==> config.mk <==
export PLATFORM = sky130hd
export DESIGN_NAME = addsub_pipe
export DESIGN_NICKNAME = d
export VERILOG_FILES = /design/src/rtl/addsub_pkg.sv /design/src/rtl/addsub_core.sv /design/src/rtl/addsub_pipe.sv
export SDC_FILE = /design/constraint.sdc
export NUM_CORES = 1
export LEC_CHECK = 0
export CORE_ASPECT_RATIO = 0.75
export CORE_MARGIN = 10
export CORE_UTILIZATION = 35
export DETAILED_ROUTE_END_ITERATION = 8
export HOLD_SLACK_MARGIN = 0.03
export SLEW_MARGIN = 10
export SYNTH_ARGS = -nofsm -noshare
export SYNTH_HDL_FRONTEND = slang
export SYNTH_SLANG_ARGS = --single-unit
==> constraint.sdc <==
create_clock -name clk -period 3.29 [get_ports clk]
set_clock_uncertainty 0.2 [all_clocks]
set_input_delay 0.987 -clock clk [delete_from_list [all_inputs] [get_ports clk]]
set_output_delay 0.987 -clock clk [all_outputs]
set_load 0.02 [all_outputs]
==> src/rtl/addsub_pkg.sv <==
// ---------------------------------------------------------------------------
// addsub_pkg
//   Shared definitions for the addsub_pipe adder/subtractor.
//   - op_t          : 2-bit operation code carried with each operand beat
//   - OP_*          : operation encodings (ADD, SUB, ACC_ADD, ACC_SUB)
//   - op_dec_t      : decoded view of an op (accumulate? subtract?)
//   - op_decode()   : op_t -> op_dec_t
// ---------------------------------------------------------------------------
package addsub_pkg;

    typedef logic [1:0] op_t;

    localparam op_t OP_ADD     = 2'b00;
    localparam op_t OP_SUB     = 2'b01;
    localparam op_t OP_ACC_ADD = 2'b10;
    localparam op_t OP_ACC_SUB = 2'b11;

    typedef struct packed {
        logic is_acc;
        logic is_sub;
    } op_dec_t;

    function automatic op_dec_t op_decode(input op_t op);
        op_dec_t dec;
        dec.is_acc = (op == OP_ACC_ADD) || (op == OP_ACC_SUB);
        dec.is_sub = (op == OP_SUB)     || (op == OP_ACC_SUB);
        return dec;
    endfunction

endpackage

==> src/rtl/addsub_core.sv <==
// ---------------------------------------------------------------------------
// addsub_core
//   Purely combinational WIDTH-bit unsigned add/subtract with carry/borrow.
//   The operation is evaluated at WIDTH+1 bits; the extra MSB is the carry
//   for an add and the borrow (a < b) for a subtract.
//
//   Optional build macro: ADDSUB_PIPE_SATURATE_EN
//     defined   -> on flag=1 the result clamps (add: all-ones, sub: zero)
//     undefined -> modulo 2^WIDTH wrap, no clamp logic
//
//   Ports
//     a_i      in  WIDTH  operand A (minuend for subtract)
//     b_i      in  WIDTH  operand B (subtrahend for subtract)
//     sub_i    in  1      1 = subtract, 0 = add
//     result_o out WIDTH  result
//     flag_o   out 1      carry out (add) / borrow (subtract)
// ---------------------------------------------------------------------------
module addsub_core #(
    parameter int unsigned WIDTH = 8
) (
    input  logic [WIDTH-1:0] a_i,
    input  logic [WIDTH-1:0] b_i,
    input  logic             sub_i,
    output logic [WIDTH-1:0] result_o,
    output logic             flag_o
);

    logic [WIDTH:0] ext;

    // With a zero-extended subtract, the MSB of the WIDTH+1 difference is
    // set exactly when a < b, so carry and borrow share one bit position.
    always_comb begin
        if (sub_i) begin
            ext = {1'b0, a_i} - {1'b0, b_i};
        end else begin
            ext = {1'b0, a_i} + {1'b0, b_i};
        end
    end

    assign flag_o = ext[WIDTH];

`ifdef ADDSUB_PIPE_SATURATE_EN
    always_comb begin
        result_o = ext[WIDTH-1:0];
        if (ext[WIDTH]) begin
            result_o = sub_i ? '0 : '1;
        end
    end
`else
    assign result_o = ext[WIDTH-1:0];
`endif

endmodule

==> src/rtl/addsub_pipe.sv <==
// ---------------------------------------------------------------------------
// addsub_pipe
//   Two-stage pipelined unsigned adder/subtractor with a running accumulator
//   and valid/ready streaming on both sides.
//     S1 : operand register (in_a, in_b, in_op)
//     S2 : output register; arithmetic happens on the S1 -> S2 transfer
//   The accumulator lives in S2 so back-to-back ACC ops chain without a
//   bubble. Latency is two edges from acceptance to out_valid.
//
//   Optional build macro: ADDSUB_PIPE_SATURATE_EN (clamp on carry/borrow,
//   see addsub_core). The clamped value is what the accumulator stores.
//
//   Parameters
//     WIDTH     operand/result width (>= 2)
//     ACC_INIT  accumulator value after reset or acc_clr
//
//   Ports
//     clk        in  1      clock, rising edge
//     rst_n      in  1      asynchronous active-low reset
//     in_valid   in  1      operand beat valid
//     in_ready   out 1      operand beat can be accepted
//     in_a       in  WIDTH  operand A (ignored by ACC ops)
//     in_b       in  WIDTH  operand B
//     in_op      in  2      00 ADD, 01 SUB, 10 ACC_ADD, 11 ACC_SUB
//     acc_clr    in  1      synchronous accumulator clear pulse
//     out_valid  out 1      result beat valid
//     out_ready  in  1      consumer accepts result
//     out_result out WIDTH  result
//     out_flag   out 1      carry (add) / borrow (subtract)
//     acc_value  out WIDTH  accumulator contents
// ---------------------------------------------------------------------------
module addsub_pipe
    import addsub_pkg::*;
#(
    parameter int unsigned      WIDTH    = 8,
    parameter logic [WIDTH-1:0] ACC_INIT = '0
) (
    input  logic             clk,
    input  logic             rst_n,
    input  logic             in_valid,
    output logic             in_ready,
    input  logic [WIDTH-1:0] in_a,
    input  logic [WIDTH-1:0] in_b,
    input  logic [1:0]       in_op,
    input  logic             acc_clr,
    output logic             out_valid,
    input  logic             out_ready,
    output logic [WIDTH-1:0] out_result,
    output logic             out_flag,
    output logic [WIDTH-1:0] acc_value
);

    // Stage 1
    logic             s1_valid_q, s1_valid_d;
    logic [WIDTH-1:0] s1_a_q, s1_a_d;
    logic [WIDTH-1:0] s1_b_q, s1_b_d;
    op_t              s1_op_q, s1_op_d;

    // Stage 2 / output register and accumulator
    logic             out_valid_q, out_valid_d;
    logic [WIDTH-1:0] result_q, result_d;
    logic             flag_q, flag_d;
    logic [WIDTH-1:0] acc_q, acc_d;

    // Handshake and datapath
    logic             s2_can_load;
    logic             s2_load;
    logic             in_fire;
    op_dec_t          s1_dec;
    logic [WIDTH-1:0] core_a;
    logic [WIDTH-1:0] core_result;
    logic             core_flag;

    assign s2_can_load = !out_valid_q || out_ready;
    assign s2_load     = s1_valid_q && s2_can_load;
    assign in_ready    = !s1_valid_q || s2_can_load;
    assign in_fire     = in_valid && in_ready;
    assign s1_dec      = op_decode(s1_op_q);

    // An ACC op loading in the same cycle as acc_clr sees the cleared value,
    // giving clear-then-accumulate semantics.
    always_comb begin
        core_a = s1_a_q;
        if (s1_dec.is_acc) begin
            core_a = acc_clr ? ACC_INIT : acc_q;
        end
    end

    addsub_core #(
        .WIDTH (WIDTH)
    ) u_core (
        .a_i      (core_a),
        .b_i      (s1_b_q),
        .sub_i    (s1_dec.is_sub),
        .result_o (core_result),
        .flag_o   (core_flag)
    );

    always_comb begin
        s1_a_d  = s1_a_q;
        s1_b_d  = s1_b_q;
        s1_op_d = s1_op_q;
        if (in_fire) begin
            s1_a_d  = in_a;
            s1_b_d  = in_b;
            s1_op_d = in_op;
        end
        // S1 empties when its beat moves to S2, unless refilled this edge.
        if (in_fire) begin
            s1_valid_d = 1'b1;
        end else if (s2_can_load) begin
            s1_valid_d = 1'b0;
        end else begin
            s1_valid_d = s1_valid_q;
        end
    end

    always_comb begin
        out_valid_d = out_valid_q;
        result_d    = result_q;
        flag_d      = flag_q;
        acc_d       = acc_q;
        if (s2_can_load) begin
            out_valid_d = s1_valid_q;
        end
        if (s2_load) begin
            result_d = core_result;
            flag_d   = core_flag;
        end
        if (acc_clr) begin
            acc_d = ACC_INIT;
        end
        if (s2_load && s1_dec.is_acc) begin
            acc_d = core_result;
        end
    end

    always_ff @(posedge clk or negedge rst_n) begin
        if (!rst_n) begin
            s1_valid_q  <= 1'b0;
            s1_a_q      <= '0;
            s1_b_q      <= '0;
            s1_op_q     <= OP_ADD;
            out_valid_q <= 1'b0;
            result_q    <= '0;
            flag_q      <= 1'b0;
            acc_q       <= ACC_INIT;
        end else begin
            s1_valid_q  <= s1_valid_d;
            s1_a_q      <= s1_a_d;
            s1_b_q      <= s1_b_d;
            s1_op_q     <= s1_op_d;
            out_valid_q <= out_valid_d;
            result_q    <= result_d;
            flag_q      <= flag_d;
            acc_q       <= acc_d;
        end
    end

    assign out_valid  = out_valid_q;
    assign out_result = result_q;
    assign out_flag   = flag_q;
    assign acc_value  = acc_q;

endmodule

==> results of run 1 <==
## cell type report
| cell class | count | share of cell area |
|---|---|---|
| sequential | 37 | 0.344 |
| timing repair buffer | 59 | 0.200 |
| multi-input combinational | 136 | 0.375 |
| clock buffer | 7 | 0.0321 |
| inverter | 10 | 0.0139 |
| tap | 75 | 0.0349 |
## cell usage in the layout, fill, tap and decap left out, types with 6 or more instances in the layout
cell and count:
buf_4 18, clkbuf_8 6, clkdlybuf4s50_1 38, dfrtp_1 37, ha_1 9, inv_1 10
mux2_2 23, nand2_1 17, nand3b_1 9, nor2_1 8, nor3_1 7, o21ai_0 15
o31ai_1 6, xnor2_1 9
## cells by family after synthesis
kind of cell               count (synthesis)  share of synthesized area
adders and majority gates                 10                     0.0665
AOI/OAI and AO/OA                         37                      0.114
buffers and inverters                     16                     0.0320
and+or+nand+nor                           54                      0.140
DFF                                       37                      0.464
xor gates and xnor gates                  10                     0.0439
muxes                                     25                      0.140
## worst max-delay path: cells and delay by family
kind          cells  cell delay, ns
buf+inv           2            0.81
simple gates      1            0.14
## sequential cells by signal, summed over array words and instances (netlist names)
| name | cells |
|---|---|
| s1_a_q | 8 |
| out_flag | 1 |
| s1_valid_q | 1 |
| s1_op_q | 2 |
| out_result | 8 |
| s1_b_q | 8 |
| out_valid | 1 |
| acc_value | 8 |
## cells in the mapped netlist
library cell | count | area share
dfrtp_1 | 37 | 0.46
mux2_2 | 23 | 0.13
nand2_1 | 17 | 0.032
o21ai_0 | 15 | 0.038
inv_1 | 10 | 0.019
ha_1 | 9 | 0.056
nand3b_1 | 9 | 0.034
xnor2_1 | 9 | 0.040
nor2_1 | 8 | 0.015
nor3_1 | 7 | 0.018
o31ai_1 | 6 | 0.023
a21oi_1 | 5 | 0.013
clkbuf_1 | 5 | 0.0094
nor2b_1 | 5 | 0.016
a31oi_1 | 3 | 0.0094
nand2b_1 | 3 | 0.0094
o21a_1 | 3 | 0.011
mux2i_1 | 2 | 0.010
nor3b_1 | 2 | 0.0075
a211oi_1 | 1 | 0.0038
a21boi_0 | 1 | 0.0038
a21o_1 | 1 | 0.0038
and3_1 | 1 | 0.0031
buf_4 | 1 | 0.0038
fa_1 | 1 | 0.010
nand3_1 | 1 | 0.0025
o211a_1 | 1 | 0.0050
o31a_1 | 1 | 0.0044
or3_1 | 1 | 0.0031
xor2_1 | 1 | 0.0044
## power groups by stage
stage	clock network (mW)	logic (mW)	registers (mW)
global placement	0	0.973	0.670
CTS	0.334	0.990	0.668
detailed placement	0	0.980	0.676
floorplan	0	0.460	0.758
finish	0.320	0.972	0.666
global route	0.352	1.08	0.687
## worst paths after layout
check,from,endpoint,slack (ns),depth (start not counted)
max,out_ready,in_ready,0.16,3
max reg2reg,s1_op_q[1]$_DFFE_PN0P_,out_result[4]$_DFFE_PN0P_,0.54,9
min,out_result[7]$_DFFE_PN0P_,out_result[7]$_DFFE_PN0P_,0.28,2
max in group asynchronous,rst_n,s1_a_q[0]$_DFFE_PN0P_,1.76,1
min in group asynchronous,rst_n,out_result[5]$_DFFE_PN0P_,0.58,1
min reg2reg,out_result[7]$_DFFE_PN0P_,out_result[7]$_DFFE_PN0P_,0.28,2
## stage by stage
stage | setup WS, ns | total power, mW | instances
after detailed placement | -0.381 | 1.66 | 317
final | 0.165 | 1.96 | 324
after CTS | 0.156 | 1.99 | 324
after floorplan | 0.172 | 1.22 | 189
after global placement | -0.355 | 1.64 | 317
after global routing | 0.0151 | 2.11 | 324
## per-layer routing
layer	GRT usage	share of wire	wire, um
met5	0	0	0
met4	0.0258	0.0091	42
met3	0.0415	0.064	294
met2	0.148	0.40	1840
met1	0.145	0.53	2430
## repair_timing
action / in CTS / in global routing
hold buffers: 0 / 0
buffers inserted: 0 / 0
endpoints found under the hold margin: 0 / 0
endpoints found under the setup margin: 4 / 0
gates resized for setup: 3 / 0
==> metrics.csv, run 1 <==
metric,value,unit
Seq. cell area,926,um2
Finished Cell Area,2690,um2
Final Wtd Congestion,0.847,
fin util,0.495,
sequential power share,0.340,
Die Area,9150,um2
library cells used by synthesis,30,
vias per cell,4.66,
pwr dens,727,nW/um2
global-route wire length before repair,7820,um
clk buf depth,2,
Clock Root Buffer,clkbuf_8,
drt wl/cell,14.2,um
chip height,85.4,um
max incr delay on CP,0.46,ns
internal power,1.25,mW
overall die width,107,um
Clk pwr share,0.164,
net count after synthesis,222,
capturing element type of the critical path,primary output,
Layout Nets,282,
Worst Path Arrival,1.94,ns
Startpoint Class,input pin,
Synth Area per Inst,10.6,um2
Worst Max-Slew Pin Slew,0.832,ns
critical path class,input pin to primary output,
antenna violations before repair,0,
port bufs,41,
GRT Total Usage,0.105,
detailed placement HPWL,3650,um
Area after DPL,2600,um2
switching power,705,uW
area of the core,5440,um2
ANT nets after route,0,
DR pass1 iterations,4,
register area share after synthesis,0.464,
CTS buffer count,5,
largest net degree at the start of global routing,38,
mapped cell area,2000,um2
Peak VDD IR,0.000286,V
"critical path fanouts, max",2,
Hold WC Path Type,flip-flop to flip-flop,
"flops & latches, synth",37,
Tcrit/Tclk final,0.950,
combinational power share,0.496,
clk_lat worst skew,0.29,ns
initial drt markers,35,
"Clk pin slew, worst setup/hold paths",0.08,ns
setup TNS,0,ns
drt total wl,4610,um
RSZ-0062 raised after global routing,no,
Slew headroom,0.446,
Mapped Cells,189,
via count,1509,
# setup viols final,0,
Initial Util,0.367,
IO Count,42,
Max Cap Viol,0,
final hold viol count,0,
clk sink count,37,
FILL cells,532,
grt ovf,0,
Final Slew Violations,0,
# diodes,0,
ratio of cells with drive above 1 in the final layout,0.197,
Area growth syn-to-layout,34.9,%
switch share,0.360,
number of global-route vias before repair,1559,
worst path cell trace,clkdlybuf4s50_1 -> nand3b_1 -> dlygate4sd2_1,
CP max stage cell,clkdlybuf4s50_1,
multi-input logic area,1010,um2
Residual DRC,0,
f_max,0.320,GHz
CTS tree,yes,
Tmin final,3.13,ns
H-Tree Depth,2,
WP data required,2.10,ns
worst hold slack,0.280,ns
Pleak,1.19,nW
Rows,23,
outcome,finished clean,
Ys Warns,0,
(Power assumes the default switching activity.)
==> inputs of run 2 (changes only) <==
--- a/config.mk
+++ b/config.mk
@@ -10,6 +10,7 @@
 export CORE_UTILIZATION = 35
 export DETAILED_ROUTE_END_ITERATION = 8
 export HOLD_SLACK_MARGIN = 0.03
+export SETUP_SLACK_MARGIN = 0.02
 export SLEW_MARGIN = 10
 export SYNTH_ARGS = -nofsm -noshare
 export SYNTH_HDL_FRONTEND = slang
==> run 2 against run 1 <==
  * Flip-flop and latch count did not move
  * Total power barely moved
  * Global-route usage did not move
  * Fmax did not move
  * Largest power group unchanged
  * Critical endpoint unchanged
  * Cell count did not move
==> metrics.csv, run 2 (synthesis gave the netlist of run 1 again) <==
metric,value,unit,change
min-delay src,out_result[7]$_DFFE_PN0P_,,
initial drt markers,35,,unchanged
IO Count,42,,unchanged
Final Wtd Congestion,0.847,,unchanged
capturing element type of the critical path,primary output,,
critical path class,input pin to primary output,,
grt ovf,0,,unchanged
DR pass1 iterations,4,,unchanged
# setup viols final,0,,unchanged
WP data required,2.10,ns,about the same
final hold viol count,0,,unchanged
Area growth syn-to-layout,35.0,%,about the same
number of post-CTS setup repair buffers,0,,unchanged
area of the core,5440,um2,unchanged
f_max,0.320,GHz,unchanged
# diodes,0,,unchanged
CTS buffer count,5,,unchanged
Clock Root Buffer,clkbuf_8,,
Critical R2R Capture,out_result[4]$_DFFE_PN0P_,,
Hold Path Depth,2,,unchanged
met1 Use GR,0.145,,unchanged
outcome,finished clean,,
drt wl/cell,14.2,um,about the same
Startpoint Class,input pin,,
ratio of cells with drive above 1 in the final layout,0.197,,unchanged
clk buf depth,2,,unchanged
Tmin final,3.13,ns,unchanged
largest net degree at the start of global routing,38,,unchanged
RSZ-0062 raised after global routing,no,,
Peak VDD IR,0.000286,V,about the same
FF-to-FF Start,s1_op_q[1]$_DFFE_PN0P_,,
FILL cells,532,,unchanged
drt total wl,4610,um,about the same
"commonest non-fill, non-tap cell in the layout",clkdlybuf4s50_1,,
Worst Hold End,out_result[7]$_DFFE_PN0P_,,
Pwr Total,1.96,mW,about the same
global-route wire length before repair,7820,um,unchanged
Pleak,1.19,nW,about the same
Residual DRC,0,,unchanged
port bufs,41,,unchanged
ANT nets after route,0,,unchanged
overall die width,107,um,unchanged
Die Area,9150,um2,unchanged
busiest grt layer,met2,,
GRT Total Usage,0.105,,unchanged
Tcrit/Tclk final,0.950,,unchanged
antenna violations before repair,0,,unchanged
"Clk pin slew, worst setup/hold paths",0.07,ns,about the same
"commonest non-fill, non-tap cells in the layout","clkdlybuf4s50_1, dfrtp_1, mux2_2",,
GR met2 Demand/Resource,0.148,,unchanged
Worst Max-Slew Pin Slew,0.831,ns,-0.000438 ns
Worst Path Arrival,1.94,ns,about the same
detailed placement HPWL,3650,um,unchanged
CTS tree,yes,,
Final Slew Violations,0,,unchanged
Seq. cell area,926,um2,unchanged
vias per cell,4.66,,about the same
Rows,23,,unchanged
Slew headroom,0.446,,about the same
R2R Setup Slk,0.54,ns,about the same
chip height,85.4,um,unchanged
clk_lat worst skew,0.29,ns,about the same
met3 Usage GRT,0.0415,,unchanged
"critical path fanouts, max",2,,unchanged
number of global-route vias before repair,1559,,unchanged
H-Tree Depth,2,,unchanged
Initial Util,0.367,,unchanged
R2R depth,9,,unchanged
fin util,0.495,,about the same
Max Cap Viol,0,,unchanged
Layout Nets,282,,unchanged
Hold WC Path Type,flip-flop to flip-flop,,
pwr dens,726,nW/um2,about the same
via count,1510,,+0.066%
multi-input logic area,1010,um2,unchanged
clk sink count,37,,unchanged
==> run 2: changes by cell type in the layout (fill, tap and decap cells not counted), sizes merged <==
cell           delta
clkdlybuf4s15     +1
dlygate4sd2       -1
==> run 2: through the flow <==
stage	worst slack [ns]	std cells	setup TNS (ns)	cell area, um2	hold WS [ns]
global route	0.0483	324	0	2690	0.308
detailed placement	-0.381	317	-2.97	2600	0.270
finish	0.165	324	0	2690	0.280
floorplan	0.172	189	0	2000	0.275
global placement	-0.355	317	-2.87	2600	0.261
CTS	0.156	324	0	2690	0.287
==> run 2: how the worst max path moves through the flow <==
stage / from / to / slack (ns) / cells after the start
floorplan: acc_clr / acc_value[6]$_DFF_PN0_ / 0.17 / 11
global placement: acc_clr / out_result[6]$_DFFE_PN0P_ / -0.36 / 11
detailed placement: acc_clr / acc_value[6]$_DFF_PN0_ / -0.38 / 11
CTS: out_ready / in_ready / 0.16 / 3
global route: acc_clr / acc_value[4]$_DFF_PN0_ / 0.05 / 13
finish: out_ready / in_ready / 0.16 / 3
==> run 2: critical path, stage by stage <==
cell	delay [ns]
clkdlybuf4s50_1	0.46
nand3b_1	0.14
dlygate4sd2_1	0.35
==> run 2: final cells by class <==
cell class | count | area share
clock buffer | 7 | 0.0320
inverter | 10 | 0.0139
multi-input combinational | 136 | 0.375
sequential | 37 | 0.344
tap | 75 | 0.0348
timing repair buffer | 59 | 0.200
==> run 2: where the power goes <==
part,switching (mW),leakage (nW),internal [mW]
sequential,0.0898,0.447,0.576
combinational,0.461,0.694,0.511
clock,0.154,0.0443,0.166
total,0.704,1.19,1.25
==> run 2: routing by layer <==
metal / vias to the layer above / routed length (um)
met5: - / 0
met4: 0 / 42
met3: 6 / 294
met2: 31 / 1840
met1: 693 / 2430
li1: 780 / -
==> run 2: timing repair <==
action,in CTS,in global routing
endpoints found under the setup margin,9,2
resized for setup,3,1
pin swaps,0,0
hold buffers,0,0
==> inputs of run 3 (changes only) <==
==> constraint.sdc (replaced) <==
create_clock -name clk -period 3.69 [get_ports clk]
set_clock_uncertainty 0.2 [all_clocks]
set_input_delay 0.738 -clock clk [delete_from_list [all_inputs] [get_ports clk]]
set_output_delay 0.738 -clock clk [all_outputs]
set_load 0.02 [all_outputs]
==> run 3 against run 2 <==
  * Total power is 8.4% lower
  * Core utilization shrank 1.7 points
  * Global-route usage is 0.29 points lower
  * Sequential share of layout area is 1.2 points higher
  * Clock power increased by 30%
  * Cell count fell by 5.2%
  * Sequential power is 11% lower
  * Register-to-register slack improved by 0.29 ns
  * Hold slack worse by 0.0015 ns
  * Count of clock-buffer cells in the layout fell by 2
  * Cell area shrank 3.4%
  * Wire length is 2.2% lower
==> metrics.csv, run 3 (synthesis gave the netlist of run 1 again) <==
metric,value,unit,change
outcome,finished clean,,
GRT Total Usage,0.102,,-0.00288
Worst Path Arrival,3.27,ns,+1.33 ns
DR pass1 iterations,4,,unchanged
"critical path fanouts, max",12,,+10
Tmin final,3.32,ns,
"commonest non-fill, non-tap cell in the layout",clkdlybuf4s50_1,,
WP data required,3.64,ns,+1.54 ns
# setup viols final,0,,unchanged
post_cts resized,0,,-3
ANT nets after route,0,,unchanged
Slew headroom,0.461,,+0.0151
"commonest non-fill, non-tap cells in the layout","clkdlybuf4s50_1, dfrtp_1, mux2_2",,
Final Wtd Congestion,0.852,,+0.50%
final hold viol count,0,,unchanged
clk sink count,37,,unchanged
critical path class,input pin to flip-flop,,
RSZ-0062 raised after global routing,no,,
Die Area,9150,um2,unchanged
ratio of cells with drive above 1 in the final layout,0.138,,-0.0589
Pwr Total,1.79,mW,-8.4%
Hold Buf Count CTS,0,,unchanged
f_max,0.301,GHz,
worst path cell trace,clkdlybuf4s50_1 -> nor2b_1 -> mux2i_1 -> ha_1 -> inv_1 -> fa_1 -> a211oi_1 -> o21ai_0 -> a21oi_1 -> xor2_1 -> o21ai_0,,
Finished Cell Area,2600,um2,-3.4%
Hold WC Path Type,flip-flop to flip-flop,,
largest net degree at the start of global routing,38,,unchanged
CP max stage cell,clkdlybuf4s50_1,,
CTS buffer count,5,,unchanged
drt wl/cell,14.7,um,+3.2%
fin util,0.478,,-0.0168
PnR worst setup slack,0.368,ns,+0.203 ns
number of post-CTS setup repair buffers,0,,unchanged
overall die width,107,um,unchanged
grt ovf,0,,unchanged
chip height,85.4,um,unchanged
Pleak,1.12,nW,-5.7%
Max Cap Viol,0,,unchanged
Final Slew Violations,0,,unchanged
initial drt markers,45,,+29%
Clock Root Buffer,clkbuf_8,,
Worst Max-Slew Pin Slew,0.809,ns,-0.0226 ns
H-Tree Depth,2,,unchanged
vias per cell,4.75,,+1.8%
IO Count,42,,unchanged
Layout Nets,264,,-6.4%
number of global-route vias before repair,1504,,-3.5%
CTS tree,yes,,
via count,1457,,-3.5%
Tcrit/Tclk final,0.900,,
Area growth syn-to-layout,30.4,%,
# diodes,0,,unchanged
clk buf depth,2,,unchanged
Area after DPL,2470,um2,-5.2%
antenna violations before repair,0,,unchanged
pwr dens,689,nW/um2,-5.2%
"most used cell, CP",o21ai_0,,
area of the core,5440,um2,unchanged
max incr delay on CP,0.68,ns,+0.22 ns
capturing element type of the critical path,flip-flop,,
setup TNS,0,ns,unchanged
port bufs,41,,unchanged
clk_lat worst skew,0.29,ns,about the same
Startpoint Class,input pin,,
Residual DRC,0,,unchanged
detailed placement HPWL,3500,um,-4.2%
global-route wire length before repair,7520,um,-3.9%
"Clk pin slew, worst setup/hold paths",0.07,ns,about the same
pre-CTS setup slack,0.0970,ns,+0.478 ns
FILL cells,524,,-1.5%
drt total wl,4510,um,-2.2%
Rows,23,,unchanged
Peak VDD IR,0.000254,V,-11%
Initial Util,0.367,,unchanged
## run 3: metal layers
metal | share of wire | global-route usage | up-vias
met5 | 0 | 0 | -
met4 | 0.0064 | 0.0294 | 0
met3 | 0.067 | 0.0446 | 4
met2 | 0.41 | 0.144 | 30
met1 | 0.51 | 0.137 | 673
li1 | - | - | 750
## run 3: final timing paths
path / from / end / slack [ns] / cells after the start
max: acc_clr / out_result[6]$_DFFE_PN0P_ / 0.37 / 11
min: out_result[6]$_DFFE_PN0P_ / out_result[6]$_DFFE_PN0P_ / 0.28 / 2
max reg2reg: s1_op_q[1]$_DFFE_PN0P_ / out_result[6]$_DFFE_PN0P_ / 0.83 / 9
min reg2reg: out_result[6]$_DFFE_PN0P_ / out_result[6]$_DFFE_PN0P_ / 0.28 / 2
max in group asynchronous: rst_n / acc_value[2]$_DFF_PN0_ / 2.44 / 1
min in group asynchronous: rst_n / out_result[5]$_DFFE_PN0P_ / 0.33 / 1
## run 3: report_power, final
part           leakage [nW]  total (mW)  internal, mW  switching (mW)
Combinational         0.603       0.783         0.382           0.401
Sequential            0.447       0.594         0.513          0.0812
Clock                0.0681       0.415         0.269           0.146
Total                  1.12        1.79          1.16           0.629
## run 3: layout make-up
| class | count | area, um2 | share of cell area |
|---|---|---|---|
| clock buffer | 5 | 68.8 | 0.0264 |
| clock inverter | 3 | 65.1 | 0.0250 |
| inverter | 10 | 37.5 | 0.0144 |
| multi-input combinational | 136 | 1010 | 0.387 |
| sequential | 37 | 926 | 0.356 |
| tap | 75 | 93.8 | 0.0361 |
| timing repair buffer | 41 | 405 | 0.156 |
## run 3: through the flow
step / std cells / hold slack [ns]
2_1_floorplan: 189 / 0.242
3_3_place_gp: 299 / 0.260
3_5_place_dp: 299 / 0.270
4_1_cts: 307 / 0.288
5_1_grt: 307 / 0.325
6_report: 307 / 0.278
## run 3: critical path, delay by kind of cell
kind,cells,cell delay (ns)
AOI/OAI and AO/OA,4,0.76
buffers and inverters,2,0.73
adders and majority gates,2,0.60
xor gates and xnor gates,1,0.18
muxes,1,0.15
and+or+nand+nor,1,0.10
